==> src/rtl/cc_speed_counter_if.sv <==
// ---------------------------------------------------------------------------
// cc_speed_counter_if
//
// Purpose:
//   Groups the control and result signals of the lane speed counter into one
//   bundle. The counter sits directly upstream of the lane speed comparator.
//   The comparator, or the testbench standing in for it, acts as the master.
//   It drives clear, enable and restart, and it observes the count, the level
//   and the tick pulse. The counter is the slave.
//
// Signals:
//   CC_SPEEDCOUNTER_clear_InHigh    synchronous clear, taken from the comparator
//   CC_SPEEDCOUNTER_enable_InHigh   count enable, 0 pauses and holds
//   CC_SPEEDCOUNTER_restart_InHigh  synchronous game restart
//   CC_SPEEDCOUNTER_data_OutBUS     current count, DATAWIDTH bits
//   CC_SPEEDCOUNTER_level_OutBUS    current game level, LEVELWIDTH bits
//   CC_SPEEDCOUNTER_tick_OutHigh    one-cycle pulse per completed period
// ---------------------------------------------------------------------------
interface cc_speed_counter_if #(
  parameter int unsigned DATAWIDTH  = 24,
  parameter int unsigned LEVELWIDTH = 3
);

  logic                  CC_SPEEDCOUNTER_clear_InHigh;
  logic                  CC_SPEEDCOUNTER_enable_InHigh;
  logic                  CC_SPEEDCOUNTER_restart_InHigh;
  logic [DATAWIDTH-1:0]  CC_SPEEDCOUNTER_data_OutBUS;
  logic [LEVELWIDTH-1:0] CC_SPEEDCOUNTER_level_OutBUS;
  logic                  CC_SPEEDCOUNTER_tick_OutHigh;

  // Comparator / game-control side: drives the controls and watches the count.
  modport master (
    output CC_SPEEDCOUNTER_clear_InHigh,
    output CC_SPEEDCOUNTER_enable_InHigh,
    output CC_SPEEDCOUNTER_restart_InHigh,
    input  CC_SPEEDCOUNTER_data_OutBUS,
    input  CC_SPEEDCOUNTER_level_OutBUS,
    input  CC_SPEEDCOUNTER_tick_OutHigh
  );

  // Counter side: consumes the controls and produces the registered results.
  modport slave (
    input  CC_SPEEDCOUNTER_clear_InHigh,
    input  CC_SPEEDCOUNTER_enable_InHigh,
    input  CC_SPEEDCOUNTER_restart_InHigh,
    output CC_SPEEDCOUNTER_data_OutBUS,
    output CC_SPEEDCOUNTER_level_OutBUS,
    output CC_SPEEDCOUNTER_tick_OutHigh
  );

endinterface

==> src/rtl/cc_speed_counter.sv <==
// ---------------------------------------------------------------------------
// cc_speed_counter
//
// Purpose:
//   Level-aware up-counter for one Frogger lane. The count advances by
//   (level + 1) on every enabled edge. It saturates exactly on the terminal
//   value, so the downstream equality comparator always sees that value. The
//   comparator's clear output comes back to this block as a synchronous clear.
//   Every completed period (terminal value followed by clear) is counted.
//   After TICKSPERLEVEL periods the level rises by one, up to MAXLEVEL, which
//   makes the lane move faster.
//
// Ports:
//   CC_SPEEDCOUNTER_CLOCK_50      in   system clock, rising edge
//   CC_SPEEDCOUNTER_RESET_InHigh  in   asynchronous active-high reset
//   bus (slave modport)                clear/enable/restart in,
//                                      data/level/tick out
//
// Parameters:
//   SPEEDCOUNTER_DATAWIDTH       count bus width
//   SPEEDCOUNTER_TERMINAL        terminal count; must equal the comparator
//                                constant
//   SPEEDCOUNTER_LEVELWIDTH      level register width
//   SPEEDCOUNTER_MAXLEVEL        level saturation value
//   SPEEDCOUNTER_TICKSPERLEVEL   completed periods per level step (1..255)
// ---------------------------------------------------------------------------
module cc_speed_counter #(
  parameter int unsigned                          SPEEDCOUNTER_DATAWIDTH     = 24,
  parameter logic [SPEEDCOUNTER_DATAWIDTH-1:0]    SPEEDCOUNTER_TERMINAL      = 24'd16500000,
  parameter int unsigned                          SPEEDCOUNTER_LEVELWIDTH    = 3,
  parameter int unsigned                          SPEEDCOUNTER_MAXLEVEL      = 7,
  parameter int unsigned                          SPEEDCOUNTER_TICKSPERLEVEL = 8
) (
  input  logic                 CC_SPEEDCOUNTER_CLOCK_50,
  input  logic                 CC_SPEEDCOUNTER_RESET_InHigh,
  cc_speed_counter_if.slave    bus
);

  localparam int unsigned DW = SPEEDCOUNTER_DATAWIDTH;
  localparam int unsigned LW = SPEEDCOUNTER_LEVELWIDTH;
  localparam int unsigned SW = SPEEDCOUNTER_DATAWIDTH + 1;

  localparam logic [SW-1:0] TERMINAL_EXT = {1'b0, SPEEDCOUNTER_TERMINAL};
  localparam logic [LW-1:0] MAX_LEVEL    = LW'(SPEEDCOUNTER_MAXLEVEL);
  localparam logic [7:0]    TICK_LAST    = 8'(SPEEDCOUNTER_TICKSPERLEVEL - 1);

  logic [DW-1:0] count_q,   count_d;
  logic [LW-1:0] level_q,   level_d;
  logic [7:0]    tickCnt_q, tickCnt_d;
  logic          tick_q,    tick_d;

  logic [SW-1:0] step;
  logic [SW-1:0] sum;
  logic          atTerminal;
  logic          tickCond;

  // The step and the sum are one bit wider than the count so that an add
  // near the top of the range cannot wrap. A wrapped sum would slip
  // underneath the saturation test and skip the terminal value.
  assign step       = SW'(level_q) + SW'(1);
  assign sum        = {1'b0, count_q} + step;
  assign atTerminal = (count_q == SPEEDCOUNTER_TERMINAL);

  // A period is complete only when the comparator clears the counter while
  // it sits on the terminal value. A clear at any other count is the
  // comparator's start-hold and does not count as a period. Restart always
  // suppresses the tick. Enable does not gate it, so a paused lane that is
  // already at the terminal value still finishes its period.
  assign tickCond = atTerminal
                  & bus.CC_SPEEDCOUNTER_clear_InHigh
                  & ~bus.CC_SPEEDCOUNTER_restart_InHigh;

  // Next-count selection. Restart comes first, then clear, then pause. When
  // the next step would reach or pass the terminal value, the counter loads
  // the terminal value instead, so the equality comparator never misses it.
  // A count already above the terminal value (possible only if the
  // comparator misbehaved) is also pulled back to the terminal value.
  always_comb begin
    count_d = count_q;
    if (bus.CC_SPEEDCOUNTER_restart_InHigh) begin
      count_d = '0;
    end else if (bus.CC_SPEEDCOUNTER_clear_InHigh) begin
      count_d = '0;
    end else if (!bus.CC_SPEEDCOUNTER_enable_InHigh) begin
      count_d = count_q;
    end else if ((sum >= TERMINAL_EXT) || (count_q > SPEEDCOUNTER_TERMINAL)) begin
      count_d = SPEEDCOUNTER_TERMINAL;
    end else begin
      count_d = sum[DW-1:0];
    end
  end

  // Period bookkeeping. tickCnt counts completed periods within the current
  // level. When it wraps, the level rises by one unless it has reached the
  // maximum. The level change is registered on the same edge as the tick, so
  // the larger step takes effect from the very next increment. Restart
  // returns the game to level 0 with no partial progress kept.
  always_comb begin
    level_d   = level_q;
    tickCnt_d = tickCnt_q;
    tick_d    = tickCond;
    if (bus.CC_SPEEDCOUNTER_restart_InHigh) begin
      level_d   = '0;
      tickCnt_d = '0;
      tick_d    = 1'b0;
    end else if (tickCond) begin
      if (tickCnt_q == TICK_LAST) begin
        tickCnt_d = '0;
        if (level_q < MAX_LEVEL) begin
          level_d = level_q + LW'(1);
        end
      end else begin
        tickCnt_d = tickCnt_q + 8'd1;
      end
    end
  end

  // State registers. Reset clears everything immediately, so a reset in the
  // middle of a period cannot leave a stray tick pulse behind.
  always_ff @(posedge CC_SPEEDCOUNTER_CLOCK_50 or posedge CC_SPEEDCOUNTER_RESET_InHigh) begin
    if (CC_SPEEDCOUNTER_RESET_InHigh) begin
      count_q   <= '0;
      level_q   <= '0;
      tickCnt_q <= '0;
      tick_q    <= 1'b0;
    end else begin
      count_q   <= count_d;
      level_q   <= level_d;
      tickCnt_q <= tickCnt_d;
      tick_q    <= tick_d;
    end
  end

  // Every output comes straight from a register. This keeps the comparator
  // loop at exactly one register stage.
  assign bus.CC_SPEEDCOUNTER_data_OutBUS  = count_q;
  assign bus.CC_SPEEDCOUNTER_level_OutBUS = level_q;
  assign bus.CC_SPEEDCOUNTER_tick_OutHigh = tick_q;

endmodule
==> src/flat_wrapper.sv <==
// flat-port wrapper written by rule: the top's interface ports become plain ports
module cc_speed_counter_flat 
#(
  parameter int unsigned                          SPEEDCOUNTER_DATAWIDTH     = 24,
  parameter logic [SPEEDCOUNTER_DATAWIDTH-1:0]    SPEEDCOUNTER_TERMINAL      = 24'd16500000,
  parameter int unsigned                          SPEEDCOUNTER_LEVELWIDTH    = 3,
  parameter int unsigned                          SPEEDCOUNTER_MAXLEVEL      = 7,
  parameter int unsigned                          SPEEDCOUNTER_TICKSPERLEVEL = 8
)
  (CC_SPEEDCOUNTER_CLOCK_50, CC_SPEEDCOUNTER_RESET_InHigh, bus_CC_SPEEDCOUNTER_clear_InHigh, bus_CC_SPEEDCOUNTER_enable_InHigh, bus_CC_SPEEDCOUNTER_restart_InHigh, bus_CC_SPEEDCOUNTER_data_OutBUS, bus_CC_SPEEDCOUNTER_level_OutBUS, bus_CC_SPEEDCOUNTER_tick_OutHigh);
  cc_speed_counter_if bus_i ();
  input  logic CC_SPEEDCOUNTER_CLOCK_50;
  input  logic CC_SPEEDCOUNTER_RESET_InHigh;
  input wire logic [$bits(bus_i.CC_SPEEDCOUNTER_clear_InHigh)-1:0] bus_CC_SPEEDCOUNTER_clear_InHigh;
  input wire logic [$bits(bus_i.CC_SPEEDCOUNTER_enable_InHigh)-1:0] bus_CC_SPEEDCOUNTER_enable_InHigh;
  input wire logic [$bits(bus_i.CC_SPEEDCOUNTER_restart_InHigh)-1:0] bus_CC_SPEEDCOUNTER_restart_InHigh;
  output wire logic [$bits(bus_i.CC_SPEEDCOUNTER_data_OutBUS)-1:0] bus_CC_SPEEDCOUNTER_data_OutBUS;
  output wire logic [$bits(bus_i.CC_SPEEDCOUNTER_level_OutBUS)-1:0] bus_CC_SPEEDCOUNTER_level_OutBUS;
  output wire logic [$bits(bus_i.CC_SPEEDCOUNTER_tick_OutHigh)-1:0] bus_CC_SPEEDCOUNTER_tick_OutHigh;
  assign bus_i.CC_SPEEDCOUNTER_clear_InHigh = bus_CC_SPEEDCOUNTER_clear_InHigh;
  assign bus_i.CC_SPEEDCOUNTER_enable_InHigh = bus_CC_SPEEDCOUNTER_enable_InHigh;
  assign bus_i.CC_SPEEDCOUNTER_restart_InHigh = bus_CC_SPEEDCOUNTER_restart_InHigh;
  assign bus_CC_SPEEDCOUNTER_data_OutBUS = bus_i.CC_SPEEDCOUNTER_data_OutBUS;
  assign bus_CC_SPEEDCOUNTER_level_OutBUS = bus_i.CC_SPEEDCOUNTER_level_OutBUS;
  assign bus_CC_SPEEDCOUNTER_tick_OutHigh = bus_i.CC_SPEEDCOUNTER_tick_OutHigh;
  cc_speed_counter #(.SPEEDCOUNTER_DATAWIDTH(SPEEDCOUNTER_DATAWIDTH), .SPEEDCOUNTER_TERMINAL(SPEEDCOUNTER_TERMINAL), .SPEEDCOUNTER_LEVELWIDTH(SPEEDCOUNTER_LEVELWIDTH), .SPEEDCOUNTER_MAXLEVEL(SPEEDCOUNTER_MAXLEVEL), .SPEEDCOUNTER_TICKSPERLEVEL(SPEEDCOUNTER_TICKSPERLEVEL)) u_core (.CC_SPEEDCOUNTER_CLOCK_50(CC_SPEEDCOUNTER_CLOCK_50), .CC_SPEEDCOUNTER_RESET_InHigh(CC_SPEEDCOUNTER_RESET_InHigh), .bus(bus_i));
endmodule
==> config.mk <==
export PLATFORM = sky130hd
export DESIGN_NAME = cc_speed_counter_flat
export DESIGN_NICKNAME = d
export VERILOG_FILES = /design/src/rtl/cc_speed_counter_if.sv /design/src/rtl/cc_speed_counter.sv /design/src/flat_wrapper.sv
export SDC_FILE = /design/constraint.sdc
export NUM_CORES = 1
export LEC_CHECK = 0
export ABC_AREA = 1
export CAP_MARGIN = 10
export CORE_MARGIN = 10
export CORE_UTILIZATION = 35
export DETAILED_ROUTE_END_ITERATION = 10
export PLACE_DENSITY = 0.65
export SETUP_SLACK_MARGIN = 0.3
export SLEW_MARGIN = 20
export SYNTH_ARGS = -nofsm -noshare
export SYNTH_HDL_FRONTEND = slang
export SYNTH_SLANG_ARGS = --single-unit
==> constraint.sdc <==
create_clock -name CC_SPEEDCOUNTER_CLOCK_50 -period 4.1 [get_ports CC_SPEEDCOUNTER_CLOCK_50]
set_clock_uncertainty 0.1 [all_clocks]
set_input_delay 0.82 -clock CC_SPEEDCOUNTER_CLOCK_50 [delete_from_list [all_inputs] [get_ports CC_SPEEDCOUNTER_CLOCK_50]]
set_output_delay 0.82 -clock CC_SPEEDCOUNTER_CLOCK_50 [all_outputs]
set_load 0.1 [all_outputs]
### After elaboration in Yosys (flattened, before gate mapping)

Cells that the tools add are included.

| word-level totals | value |
|---|---|
| bits in registers | 36 |
| bits in latches | 0 |
| memory bits (writable) | 0 |
| bits in read-only memories | 0 |
| bits of input ports | 5 |
| output and inout bits | 28 |
| memories kept | 0 |

| cells by class | value |
|---|---|
| add/sub/neg operators | 4 |
| multipliers | 0 |
| div/mod/pow operators | 0 |
| $lt $le $gt $ge | 3 |
| equality and inequality tests | 2 |
| shifts and indexed selects | 0 |
| mux-type cells | 12 |
| bitwise logic cells | 3 |
| reduce and logical (&&, ||, !) cells | 6 |

Operators by type and width:

| operator | count |
|---|---|
| $mux 24 | 4 |
| $add 24x25->25 | 1 |
| $ge 25x24->1 const B | 1 |
| $eq 24x24->1 const B | 1 |
| $gt 24x24->1 const B | 1 |
| $mux 8 | 3 |
| $mux 3 | 4 |
| $add 8x1->8 const B | 1 |
| $eq 8x3->1 const B | 1 |
| $reduce_bool 2->1 | 3 |
| $add 3x1->4 const B | 1 |
| $add 3x1->3 const B | 1 |
| $lt 3x3->1 const B | 1 |
| $reduce_and 3->1 | 1 |
| $reduce_bool 3->1 | 1 |
| $and 1x1->1 | 2 |
| $logic_or 1x1->1 | 1 |
| $mux 1 | 1 |
| $not 1->1 | 1 |

### Longest topological paths before layout

| depth | value |
|---|---|
| word-level depth | 8 |
| depth in mapped cells | 20 |

### Worst setup path before layout

OpenSTA, ideal clock, no wires.

| timing path | value |
|---|---|
| path type | flip-flop to flip-flop |
| start point | register u_core.level_q[0] (netlist: u_core.bus.CC_SPEEDCOUNTER_level_OutBUS[0]) |
| end point | register u_core.count_q[8] (netlist: u_core.bus.CC_SPEEDCOUNTER_data_OutBUS[8]) |
| library setup time | 120 ps |
| data arrival time | 3120 ps |
| data required time | 3880 ps |
| slack | 760 ps |
| cell stages (with the launch flop) | 19 |
| cells stage by stage | dfrtp_1 > inv_1 > ha_1 > fa_1 > nand3_1 > inv_1 > nor2_1 > nor2_4 > nand3b_1 > nand2_1 > nor2_2 > nand3_1 > nand2_1 > nor2_2 > nor2_2 > buf_6 > nand4_1 > nand2_1 > nand2_1 |

| on the way | value |
|---|---|
| cells in the longest elaborated chain, start to end | 8 |

RTL lines:

| element | line | text |
|---|---|---|
| from (decl) | cc_speed_counter.sv:48 | `logic [LW-1:0] level_q, level_d;` |
| from (signal assigned) | cc_speed_counter.sv:128 | `level_q <= level_d;` |
| $add 3x1->4 (*) | cc_speed_counter.sv:60 | `assign step = SW'(level_q) + SW'(1);` |
| $add 24x25->25 (*) | cc_speed_counter.sv:61 | `assign sum = {1'b0, count_q} + step;` |
| $ge 25x24->1 | cc_speed_counter.sv:86 | `end else if ((sum >= TERMINAL_EXT) \|\| (count_q > SPEEDCOUNTER_TERMINAL)) begin` |
| $logic_or 1x1->1 | cc_speed_counter.sv:86 |  |
| $mux 24 (*) | cc_speed_counter.sv:86 |  |
| $mux 24 (*) | cc_speed_counter.sv:84 | `end else if (!bus.CC_SPEEDCOUNTER_enable_InHigh) begin` |
| $mux 24 (*) | cc_speed_counter.sv:82 | `end else if (bus.CC_SPEEDCOUNTER_clear_InHigh) begin` |
| $mux 24 (*) | cc_speed_counter.sv:80 | `if (bus.CC_SPEEDCOUNTER_restart_InHigh) begin` |
| to (signal assigned) | cc_speed_counter.sv:127 | `count_q <= count_d;` |
| to (decl) | cc_speed_counter.sv:47 | `logic [DW-1:0] count_q, count_d;` |

Every way passes the cells marked *; elsewhere a longest branch is shown, timed or not. The select of a mux whose other input is x is not followed.
A chain may end at the register's enable or synchronous reset.

### Worst setup path in the final report

| timing path | value |
|---|---|
| start point | register u_core.level_q[0] (netlist: u_core.bus.CC_SPEEDCOUNTER_level_OutBUS[0]) |
| end point | register u_core.count_q[12] (netlist: u_core.bus.CC_SPEEDCOUNTER_data_OutBUS[12]) |

The elaborated chain is that of the path after synthesis.

==> impl_metrics.ini <==
[critical_path]
worst-path-max-fanout = 12
critical_path_start_end_classification = flip-flop to flip-flop
crit_path_start_kind = flip-flop
worst_r2r_endpoint = u_core.bus.CC_SPEEDCOUNTER_data_OutBUS[12]$_DFFE_PP0P_
timing.reg2reg.worst_path_depth = 16
critPathCaptureType = flip-flop
cp.required_ns = 4.20
setup_crit_start = u_core.bus.CC_SPEEDCOUNTER_level_OutBUS[0]$_DFFE_PP0P_
timing.rr.start = u_core.bus.CC_SPEEDCOUNTER_level_OutBUS[0]$_DFFE_PP0P_
worstPathArrival_ns = 3.53
setup.worst_path.end = u_core.bus.CC_SPEEDCOUNTER_data_OutBUS[12]$_DFFE_PP0P_
timing.reg2reg.setup_slack_ns = 0.67

[cts]
cts.htree.levels = 2
worst_skew_pair_later_pin_latency_ns = 0.30
cts_setup_buffers = 0
hold_buffers = 0
tritoncts = done
cts_sinks = 36
cts.clk_slew.worst_paths_ns = 0.08
cts_resized = 0
clock_tree.buffer_depth = 2
root_buffer = clkbuf_8
numCtsBuffers = 5

[routing]
drt_pass1_iterations = 5
route.detailed.wl_per_inst_um = 14.1
via_per_inst = 5.02
postRouteWirelength_um = 8150
drtIter0Drc = 218
final_antenna_net_count = 0
detail_route.drc_violations = 0
via_count = 2912

[logic_synthesis]
combinational_family_with_the_most_area_after_synthesis = simple AND/OR/NAND/NOR gates
syn_area_um2 = 2910
synthTopCellsByArea = dfrtp_1 31%, nand2_1 21%, inv_1 5.7%
most_repeated_cell_in_the_gate_level_netlist_after_synthesis = nand2_1
post_synth_inst_count = 443
netlist_top_cells_count = 164 x nand2_1, 44 x inv_1, 40 x nor2_1
synth.top_cell.area_share_pct = 30.9
ys.warnings.count = 0
synthXorXnorAreaFrac_pct = 2.71
synth_flop_cell = dfrtp_1
syn-mean-instance-area_um2 = 6.58
post_synth_and_or_nand_nor_area_fraction_pct = 46.9
synth.area.mux_share_pct = 0
synth_async_sr_flop_share_pct = 100
synth.net_count = 455
synth.ff_latch_count = 36
synth.distinct_cells = 37
synth-compound-area-share_pct = 7.99
synth_enable_flop_cells = 0
synthAdderAreaFrac_pct = 3.26
post-synth-top-area-cell = dfrtp_1
ys_seq_area_share_pct = 30.9

[global_route]
grt_pass1_wl_um = 13900
grt_pass1_vias = 2831
grt_start_max_net_pins = 37
initial_antenna_violation_count = 0
grt_use_total_pct = 13.3
gr-total-overflow = 0

[place]
dp_wirelength_um = 6310
io_buffers = 32
dpl_cell_area_um2 = 3320
gp_congestion = 0.935

[power]
power_density_nw_per_um2 = 228
seqPwrFrac_pct = 48.2
switching_share_pct = 32.8
power.internal_uw = 520
power.clock.fraction_pct = 32.0
pwr-share-comb_pct = 19.8
ir_drop_mv = 0.113
power.static_leakage_uw = 0.00158
p_sw_uw = 254

[timing]
timing.final.crit_share_pct = 83.7
timing_max_transition_violations_final = 0
timing.final.crit_period_ns = 3.43
setup_violations = 0
worstMarginPinSlew_ns = 0.990
highest_clock_frequency_the_design_can_meet_mhz = 291
rsz_0062_raised_after_global_routing = false
hold_viol = 0
setup_tns_ns = 0
timing.slew.headroom_pct = 33.8

[finish]
syn2layout_area_growth_pct = 16.7
nNetsFinal = 487
final_core_utilization_pct = 41.6
post-route-cell-area_um2 = 3400
nFillCells = 884
drive_above_1_share_pct = 12.2
antenna_diode_count = 0

[floorplanning]
die_h_um = 111
die_w_um = 111
core_um2 = 8180
floorplan.initialDensity_pct = 35.6
boundaryPins = 33
fp.dieArea_um2 = 12400
rows = 33

[worst_hold_path]
worst_hold_path_type = flip-flop to flip-flop

[run_status]
status = finished, final reports clean

[run]
max_cap_viol_count = 0
-- power groups by stage --
stage | Clock [uW] | Sequential [uW] | Combinational (uW)
after floorplan | 0 | 434 | 60.0
after global placement | 0 | 379 | 154
after detailed placement | 0 | 380 | 153
after CTS | 259 | 373 | 155
after global routing | 275 | 374 | 166
final | 248 | 373 | 153
-- worst min path at each step --
stage	start	endpoint	slack, ns	cells past startpoint
floorplan	u_core.tickCnt_q[7]$_DFFE_PP0P_	u_core.tickCnt_q[7]$_DFFE_PP0P_	0.39	2
global placement	u_core.tickCnt_q[7]$_DFFE_PP0P_	u_core.tickCnt_q[7]$_DFFE_PP0P_	0.42	2
detailed placement	u_core.tickCnt_q[7]$_DFFE_PP0P_	u_core.tickCnt_q[7]$_DFFE_PP0P_	0.44	2
CTS	u_core.bus.CC_SPEEDCOUNTER_level_OutBUS[1]$_DFFE_PP0P_	u_core.bus.CC_SPEEDCOUNTER_level_OutBUS[1]$_DFFE_PP0P_	0.46	2
global route	u_core.bus.CC_SPEEDCOUNTER_level_OutBUS[1]$_DFFE_PP0P_	u_core.bus.CC_SPEEDCOUNTER_level_OutBUS[1]$_DFFE_PP0P_	0.48	2
finish	u_core.bus.CC_SPEEDCOUNTER_level_OutBUS[1]$_DFFE_PP0P_	u_core.bus.CC_SPEEDCOUNTER_level_OutBUS[1]$_DFFE_PP0P_	0.45	2
-- layout make-up --
type                    count  area, um2  share of cell area, %
flip-flops and latches     36        901                   26.5
multi-input cells         349       1770                   52.2
well taps                 105        131                   3.86
inverters                  50        188                   5.52
clock inverters             1       5.00                  0.147
repair buffers             33        328                   9.64
clock buffers               6       72.6                   2.13
-- per-layer routing --
layer  wire, um  part of all wire (%)  GRT usage [%]  vias to the layer above
li1           -                     -              -                     1478
met1       3910                    48           17.2                     1332
met2       3620                    44           21.1                       87
met3        463                   5.7           2.54                       15
met4        158                   1.9           5.48                        0
met5          0                     0              0                        -
-- cells in the final DEF, fill, tap and decap left out, drive strengths merged --
master and count:
nand2 177, nor2 53, inv 48, dfrtp 36, clkdlybuf4s50 32, nand3 31, o21ai 23, nand4 16
nor3 11, a21oi 8, xor2 8, ha 6, clkbuf 6, clkinv 3, nand3b 2, and2 2
a31oi 2, o22ai 2, or2 2, nor4 2, o21a 1, xnor2 1, a211oi 1, fa 1
buf 1
-- critical path, stage by stage (launching register included) --
cell and delay, ns:
dfrtp_1 0.39, inv_1 0.10, ha_1 0.25, fa_1 0.46, nand3_1 0.14, inv_1 0.05
nor2_1 0.23, nor2_4 0.08, nand3b_1 0.09, nand2_1 0.07, nor2_2 0.12, nand3_1 0.09
nand2_1 0.08, nor2_2 0.05, nor2_2 0.33, nand3_2 0.39, o21ai_0 0.31
-- registers in the layout, indices dropped and copies added, names as in the netlist --
register,flops
u_core.bus.CC_SPEEDCOUNTER_level_OutBUS,3
u_core.bus.CC_SPEEDCOUNTER_tick_OutHigh,1
u_core.bus.CC_SPEEDCOUNTER_data_OutBUS,24
u_core.tickCnt_q,8
-- kinds of logic (layout without fill, tap and decap cells) --
logic type | after synthesis | in the layout
simple gates | 296 | 296
buf+inv | 58 | 90
xor+xnor | 9 | 9
fa+ha+maj | 7 | 7
compound gates | 37 | 37
flops | 36 | 36
-- through the flow --
step / hold slack (ns) / total power [uW] / worst slack [ns] / std cells
global route: 0.484 / 815 / 0.344 / 580
detailed placement: 0.441 / 534 / 0.716 / 573
global placement: 0.425 / 534 / 0.869 / 573
finish: 0.454 / 774 / 0.667 / 580
floorplan: 0.395 / 494 / 0.760 / 443
CTS: 0.457 / 786 / 0.671 / 580
Note: power is estimated with default switching activity, not from simulation.
